--- src/rtl/axis_burst_reader.sv ---
//==============================================================================
// Module   : axis_burst_reader
// Purpose  : Drains a sample FIFO in fixed BURST_LEN bursts and emits them as
//            framed AXI-Stream packets (tlast on the final beat), with an
//            optional idle gap after each burst.
// Options  : define AXIS_BURST_READER_TLAST_CHECK_EN to enable the sticky
//            input-tlast framing check on tlast_err_o.
// Revision : 1.0 - initial release
//==============================================================================
`default_nettype none

module axis_burst_reader #(
  parameter int DATA_WIDTH  = 16,
  parameter int USER_WIDTH  = 1,
  parameter int LEVEL_WIDTH = 3,
  parameter int BURST_LEN   = 4,
  parameter int GAP_CYCLES  = 0
) (
  input  logic                   clk_i,
  input  logic                   reset_ni,
  input  logic [DATA_WIDTH-1:0]  s_axis_in_tdata,
  input  logic [USER_WIDTH-1:0]  s_axis_in_tuser,
  input  logic                   s_axis_in_tlast,
  input  logic                   s_axis_in_tvalid,
  output logic                   s_axis_in_tready,
  input  logic [LEVEL_WIDTH-1:0] s_axis_in_tlevel,
  output logic [DATA_WIDTH-1:0]  m_axis_out_tdata,
  output logic [USER_WIDTH-1:0]  m_axis_out_tuser,
  output logic                   m_axis_out_tlast,
  output logic                   m_axis_out_tvalid,
  input  logic                   m_axis_out_tready,
  output logic [15:0]            burst_cnt_o,
  output logic                   tlast_err_o
);

  localparam int c_beat_w = $clog2(BURST_LEN + 1);
  localparam int c_gap_w  = (GAP_CYCLES > 0) ? $clog2(GAP_CYCLES + 1) : 1;

  localparam logic [c_beat_w-1:0]    c_last_beat   = c_beat_w'(BURST_LEN - 1);
  localparam logic [c_gap_w-1:0]     c_gap_last    = (GAP_CYCLES > 0) ? c_gap_w'(GAP_CYCLES - 1) : '0;
  localparam logic [LEVEL_WIDTH-1:0] c_burst_level = LEVEL_WIDTH'(BURST_LEN);

  typedef enum logic [1:0] {
    S_IDLE  = 2'd0,
    S_BURST = 2'd1,
    S_GAP   = 2'd2
  } state_t;

  state_t                r_state;
  logic [c_beat_w-1:0]   r_beat_cnt;
  logic [c_gap_w-1:0]    r_gap_cnt;
  logic [DATA_WIDTH-1:0] r_tdata;
  logic [USER_WIDTH-1:0] r_tuser;
  logic                  r_tlast;
  logic                  r_tvalid;
  logic [15:0]           r_burst_cnt;

  logic w_in_ready;
  logic w_accept;
  logic w_last_beat;

  // Pop only while the output register is empty or being drained this cycle.
  assign w_in_ready  = (r_state == S_BURST) && (!r_tvalid || m_axis_out_tready);
  assign w_accept    = s_axis_in_tvalid && w_in_ready;
  assign w_last_beat = (r_beat_cnt == c_last_beat);

  always_ff @(posedge clk_i or negedge reset_ni) begin
    if (!reset_ni) begin
      r_state     <= S_IDLE;
      r_beat_cnt  <= '0;
      r_gap_cnt   <= '0;
      r_tdata     <= '0;
      r_tuser     <= '0;
      r_tlast     <= 1'b0;
      r_tvalid    <= 1'b0;
      r_burst_cnt <= '0;
    end else begin
      if (w_accept) begin
        r_tdata  <= s_axis_in_tdata;
        r_tuser  <= s_axis_in_tuser;
        r_tlast  <= w_last_beat;
        r_tvalid <= 1'b1;
      end else if (m_axis_out_tready) begin
        r_tvalid <= 1'b0;
      end

      case (r_state)
        S_IDLE: begin
          r_beat_cnt <= '0;
          if (s_axis_in_tlevel >= c_burst_level) begin
            r_state <= S_BURST;
          end
        end
        S_BURST: begin
          if (w_accept) begin
            r_beat_cnt <= r_beat_cnt + c_beat_w'(1);
            if (w_last_beat) begin
              r_burst_cnt <= r_burst_cnt + 16'd1;
              r_gap_cnt   <= '0;
              r_state     <= (GAP_CYCLES > 0) ? S_GAP : S_IDLE;
            end
          end
        end
        S_GAP: begin
          if (r_gap_cnt == c_gap_last) begin
            r_state <= S_IDLE;
          end else begin
            r_gap_cnt <= r_gap_cnt + c_gap_w'(1);
          end
        end
        default: r_state <= S_IDLE;
      endcase
    end
  end

  assign s_axis_in_tready  = w_in_ready;
  assign m_axis_out_tdata  = r_tdata;
  assign m_axis_out_tuser  = r_tuser;
  assign m_axis_out_tlast  = r_tlast;
  assign m_axis_out_tvalid = r_tvalid;
  assign burst_cnt_o       = r_burst_cnt;

`ifdef AXIS_BURST_READER_TLAST_CHECK_EN
  logic r_tlast_err;

  // Sticky: any accepted beat whose FIFO tlast disagrees with our framing.
  always_ff @(posedge clk_i or negedge reset_ni) begin
    if (!reset_ni) begin
      r_tlast_err <= 1'b0;
    end else if (w_accept && (s_axis_in_tlast != w_last_beat)) begin
      r_tlast_err <= 1'b1;
    end
  end

  assign tlast_err_o = r_tlast_err;
`else
  logic w_unused_tlast;

  assign w_unused_tlast = s_axis_in_tlast;
  assign tlast_err_o    = 1'b0;
`endif

endmodule

`default_nettype wire
--- config.mk ---
export PLATFORM = sky130hd
export DESIGN_NAME = axis_burst_reader
export DESIGN_NICKNAME = d
export VERILOG_FILES = /design/src/rtl/axis_burst_reader.sv
export SDC_FILE = /design/constraint.sdc
export NUM_CORES = 1
export LEC_CHECK = 0
export ABC_AREA = 1
export CORE_ASPECT_RATIO = 0.8
export CORE_MARGIN = 5
export CORE_UTILIZATION = 34
export CTS_BUF_LIST = sky130_fd_sc_hd__clkbuf_16
export DETAILED_ROUTE_END_ITERATION = 10
export SLEW_MARGIN = 5
export SYNTH_ARGS = -nofsm -noshare
export SYNTH_HDL_FRONTEND = slang
export SYNTH_SLANG_ARGS = --single-unit
--- constraint.sdc ---
create_clock -name clk_i -period 1.7 [get_ports clk_i]
set_clock_uncertainty 0.15 [all_clocks]
set_input_delay 0.425 -clock clk_i [delete_from_list [all_inputs] [get_ports clk_i]]
set_output_delay 0.425 -clock clk_i [all_outputs]
set_load 0.005 [all_outputs]
# ---- Word-level counts from Yosys, hierarchy flattened
# Cells that the tools add are included.
dict set report classes {
  n_eq_ne 7
  addsub 3
  order_cmp 1
  reduce_logical 12
  muxes 13
}
# cell count
set ops {}
lappend ops {{$add A16 B1 Y16 const B} 1}
lappend ops {{$mux W2} 4}
lappend ops {{$ne A2 B2 Y1 const B} 4}
lappend ops {{$pmux W2 S3} 1}
lappend ops {{$pmux W3 S2} 1}
lappend ops {{$reduce_and A3 Y1} 2}
lappend ops {{$reduce_bool A2 Y1} 3}
lappend ops {{$mux W1} 5}
lappend ops {{$reduce_and A4 Y1} 1}
lappend ops {{$add A3 B1 Y3 const B} 1}
lappend ops {{$eq A3 B2 Y1 const B} 1}
lappend ops {{$ge A3 B3 Y1 const B} 1}
lappend ops {{$mux W3} 1}
lappend ops {{$eq A2 B1 Y1 const B} 1}
lappend ops {{$eq A2 B2 Y1 const B} 1}
lappend ops {{$logic_and A1 B1 Y1} 2}
lappend ops {{$logic_not A2 Y1} 1}
lappend ops {{$pmux W1 S2} 1}
lappend ops {{$reduce_and A2 Y1} 1}
lappend ops {{$add A1 B1 Y1 const B} 1}
lappend ops {{$logic_not A1 Y1} 1}
lappend ops {{$logic_or A1 B1 Y1} 1}
dict set report word_totals {
  ff_bits 41
  input_bits 25
  wordCells 44
}

# ---- Longest topological paths before layout
dict set report depth {
  ltp_word 6
  depth_mapped 7
  ltp_nobuf 7
}

# ---- Worst setup path after synthesis
# OpenSTA, ideal clock, no wires.
dict set report synth_timing {
  path_kind {register to register}
  start {register r_beat_cnt[0]}
  end {register r_burst_cnt[3], in the netlist burst_cnt_o[3]}
  path_stages_with_launch 7
  period_less_slack_ps 1494
  slack_ps 206
  t_required_ps 1424
  setup_ps 126
  n_path_buf 1
  t_arrival_ps 1217
  path_cell_list {dfrtp_1 -> ha_1 -> ha_1 -> nand4_4 -> buf_6 -> nor2_1 -> xor2_1}
}
dict set report synth_via {
  elab_chain_cells 2
}
# element line
set synth_rtl {}
lappend synth_rtl {{start, declared} 50} ;# logic [c_beat_w-1:0] r_beat_cnt;
lappend synth_rtl {{start signal, assigned} 96} ;# r_beat_cnt <= r_beat_cnt + c_beat_w'(1);
lappend synth_rtl {{$eq A3 B2 Y1} 65} ;# assign w_last_beat = (r_beat_cnt == c_last_beat);
lappend synth_rtl {{net w_last_beat} 60} ;# logic w_last_beat;
lappend synth_rtl {{$reduce_and A3 Y1 (no source line)} -}
lappend synth_rtl {{end signal, assigned} 98} ;# r_burst_cnt <= r_burst_cnt + 16'd1;
lappend synth_rtl {{end, declared} 56} ;# logic [15:0] r_burst_cnt;
# The timed path passes the listed nets, and every way through them passes these cells.
# A chain may end at the register's enable or synchronous reset.

# ---- Final worst setup path
dict set report layout_timing {
  start {input s_axis_in_tvalid}
  end {register r_burst_cnt[14], in the netlist burst_cnt_o[14]}
}
dict set report layout_via {
  elab_chain_cells 2
}
# element line
set layout_rtl {}
lappend layout_rtl {{start, declared} 24} ;# input logic s_axis_in_tvalid,
lappend layout_rtl {{$logic_and A1 B1 Y1} 64} ;# assign w_accept = s_axis_in_tvalid && w_in_ready;
lappend layout_rtl {{$reduce_and A3 Y1 (no source line)} -}
# No other way between the ends.

==> impl_metrics.py <==
metrics = {
    "critical_path": {
        "crit_family": "simple AND/OR/NAND/NOR gates",
        "startpoint_type": "input port",
        "crit_type": "in -> reg",
        "cpMostUsedCell": "nand2_1",
        "critPathSlowestCell": "clkdlybuf4s50_1",
        "path_cells": "clkdlybuf4s50_1, nand4_4, nor2_4, nand2_1, nand2_1, nand2_1",
        "required_ns": 1.73,
        "cp_num_buf_inv": 1,
        "arrival_ns": 1.62,
        "crit_fanout": 7,
        "endpoint_kind": "flop",
        "slowest_delay_ns": 0.56,
    },
    "logic_synthesis": {
        "yosys-top-cells-area": "dfrtp_1 54%, nand2_1 22%, xor2_1 3.9%, nor2_1 3.3%, inv_1 2.7%",
        "synth.net_count": 244,
        "ys_ff_latch": 39,
        "syn_area_mm2": 0.001810,
        "synth_top_area_share_pct": 53.90,
        "netlist_top_cells_count": "105 x nand2_1, 39 x dfrtp_1, 16 x nor2_1",
        "synth_enable_flop_cells": 0,
        "yosys.area.top_type": "dfrtp_1",
        "synth_cell_types": 20,
        "synthArstFlopShare_pct": 100.0,
        "ys.flop_type": "dfrtp_1",
        "synth_most_common_cell": "nand2_1",
        "synth_area_per_cell_um2": 8.382,
        "ys_warn_count": 0,
        "synthCells": 216,
        "seq_area_frac_synth_pct": 53.90,
    },
    "power_and_ir_drop": {
        "power_density_mw_per_mm2": 1158,
        "total_power_mw": 3.283,
        "leakage_nw": 1.601,
        "p_clk_share_pct": 32.0,
        "p_sw_share_pct": 28.60,
        "power_switching_uw": 938.9,
        "ir_worst_vdd_mv": 0.5821,
        "p_int_mw": 2.344,
        "power_frac_seq_pct": 38.4,
        "pwr-share-comb_pct": 29.7,
    },
    "worst_hold_path": {
        "hp-class": "reg -> reg",
    },
    "placed_design": {
        "gp_congestion": 0.8895,
        "portBuffers": 57,
        "dp_hpwl_um": 3084,
        "placed_cells": 347,
        "placed_area_mm2": 0.002570,
    },
    "cells_and_area": {
        "layout-drive-gt1-share_pct": 16.34,
        "seqCellArea_um2": 977.2,
        "antenna_cells": 0,
        "final_util_pct": 55.64,
        "nets": 333,
        "final_cells": 368,
        "multi_input_area_um2": 775.7,
        "areaGrowthSynthToFinish_pct": 56.53,
        "fillers": 476,
        "fin_area_mm2": 0.002834,
    },
    "global_route": {
        "grt_pass1_wl_um": 7355,
        "grt_overflow": 0,
        "track_usage_pct": 13.80,
        "antenna_found_initial": 0,
        "grt_max_degree": 25,
        "grt_pass1_vias": 1532,
    },
    "clocking": {
        "clk_pin_slew_worst_paths_ns": 0.06,
        "clkLatencyLatePin_ns": 0.28,
        "ctsHtreeMaxLevel": 2,
        "numClockSinks": 39,
        "clockRootBuffer": "clkbuf_16",
        "cts_tree": "built",
        "cts_buffer_depth": 2,
        "cts-buffers-inserted": 5,
    },
    "drt": {
        "first_pass_iters": 4,
        "drcViolationCount": 0,
        "wl_per_cell_um": 11.82,
        "viasPerCell": 4.378,
        "initialDrtViolationCount": 72,
        "ant_nets": 0,
        "routed-via-count": 1611,
        "wl_um": 4348,
    },
    "job": {
        "cap_viol_max_count": 0,
    },
    "sta": {
        "hold-worst-slack_ns": 0.3168,
        "period_needed_ns": 1.590,
        "fmax_mhz": 628.8,
        "rsz0062_at_grt": "no",
        "finalMaxSlewViolations": 0,
        "finalSetupViolations": 0,
        "post-route-period-util_pct": 93.56,
        "hold_viol": 0,
    },
    "floorplanning": {
        "core_mm2": 0.005094,
        "die_w_um": 91.59,
        "rows": 23,
        "initial_utilization_pct": 35.54,
        "dieArea_mm2": 0.006894,
        "ioPinCount": 62,
        "die_y_um": 75.27,
    },
    "status": {
        "status": "complete, no violations",
    },
}
## through the flow
| step | worst slack (ns) | TNS, ns |
|---|---|---|
| after floorplan | 0.2065 | 0 |
| after global placement | -0.4138 | -8.461 |
| after detailed placement | -0.4248 | -8.160 |
| after CTS | -0.03418 | -0.03418 |
| after global routing | 0.02026 | 0 |
| final | 0.1095 | 0 |
## worst reg2reg max path: stages (launching register included)
cell	delay, ns
dfrtp_1	0.36
ha_1	0.20
ha_4	0.16
nand4_4	0.16
nor2_4	0.24
nand2_1	0.08
nand2_1	0.06
nand2_1	0.04
## metal layers
metal / global-route usage (%) / up-vias / share of wire, %
li1: - / 848 / -
met1: 19.49 / 707 / 51
met2: 19.68 / 49 / 41
met3: 4.496 / 7 / 7.2
met4: 5.351 / 0 / 1.6
met5: 0 / - / 0
## registers in the layout, summed over array words and instances (netlist names)
name / flops
burst_cnt_o: 16
r_state: 1
m_axis_out_tvalid: 1
m_axis_out_tuser: 1
r_beat_cnt: 3
m_axis_out_tlast: 1
m_axis_out_tdata: 16
## repair_timing
action                                  4_1_cts  5_1_grt
endpoints found under the setup margin       38       16
endpoints found under the hold margin        12        0
hold buffers                                  1        0
pin swaps                                     1        4
setup buffers                                 9        2
cloned                                        1        0
resized for setup                            36       10
## placed cells by master, fill, tap and decap left out, types with 2 or more instances in the layout
cell	netlist	final
o21ai_0	3	3
nor2_4	2	2
ha_1	3	2
dlygate4sd2_1	0	30
buf_2	2	2
dfrtp_1	39	38
clkdlybuf4s50_1	0	19
nand3b_1	5	5
nand2_1	105	105
nand3_1	3	3
buf_12	0	2
nor2_1	16	16
xor2_1	8	8
nand4_1	6	6
dlymetal6s2s_1	0	6
inv_2	2	3
buf_4	2	26
clkbuf_16	0	5
inv_1	13	12
## logic make-up (layout without fill, tap and decap cells)
family,Yosys count,after routing,synth area share [%]
compound gates,4,4,1.105
other cells,1,1,0.2071
flops,39,39,53.90
buf+inv,20,109,5.114
fa+ha+maj,3,3,2.073
xor+xnor,8,8,3.870
simple gates,141,142,33.73
## cell type report
class,instances,share of cell area [%]
tap,62,2.737
inverter,15,1.987
timing repair buffer,86,27.64
clock inverter,3,1.369
multi-input combinational,158,27.37
sequential,39,34.48
clock buffer,5,4.415
## power groups by stage
stage,clock (mW),sequential [mW],combinational [mW]
CTS,1.07,1.26,0.966
finish,1.05,1.26,0.974
global route,1.12,1.29,1.10
global placement,0,1.31,0.958
floorplan,0,1.33,0.345
detailed placement,0,1.31,0.971
## worst paths after layout
path / cells after the start / to / startpoint / slack (ns)
max in group asynchronous: 3 / m_axis_out_tdata[13] / reset_ni / 0.53
min in group asynchronous: 2 / burst_cnt_o[11] / reset_ni / 0.43
setup reg to reg: 7 / burst_cnt_o[14] / r_beat_cnt[0] / 0.15
hold / removal: 2 / m_axis_out_tlast / m_axis_out_tlast / 0.32
hold reg to reg: 2 / m_axis_out_tlast / m_axis_out_tlast / 0.32
setup / recovery: 6 / burst_cnt_o[14] / s_axis_in_tvalid / 0.11
Power figures use the tool's default switching activity.
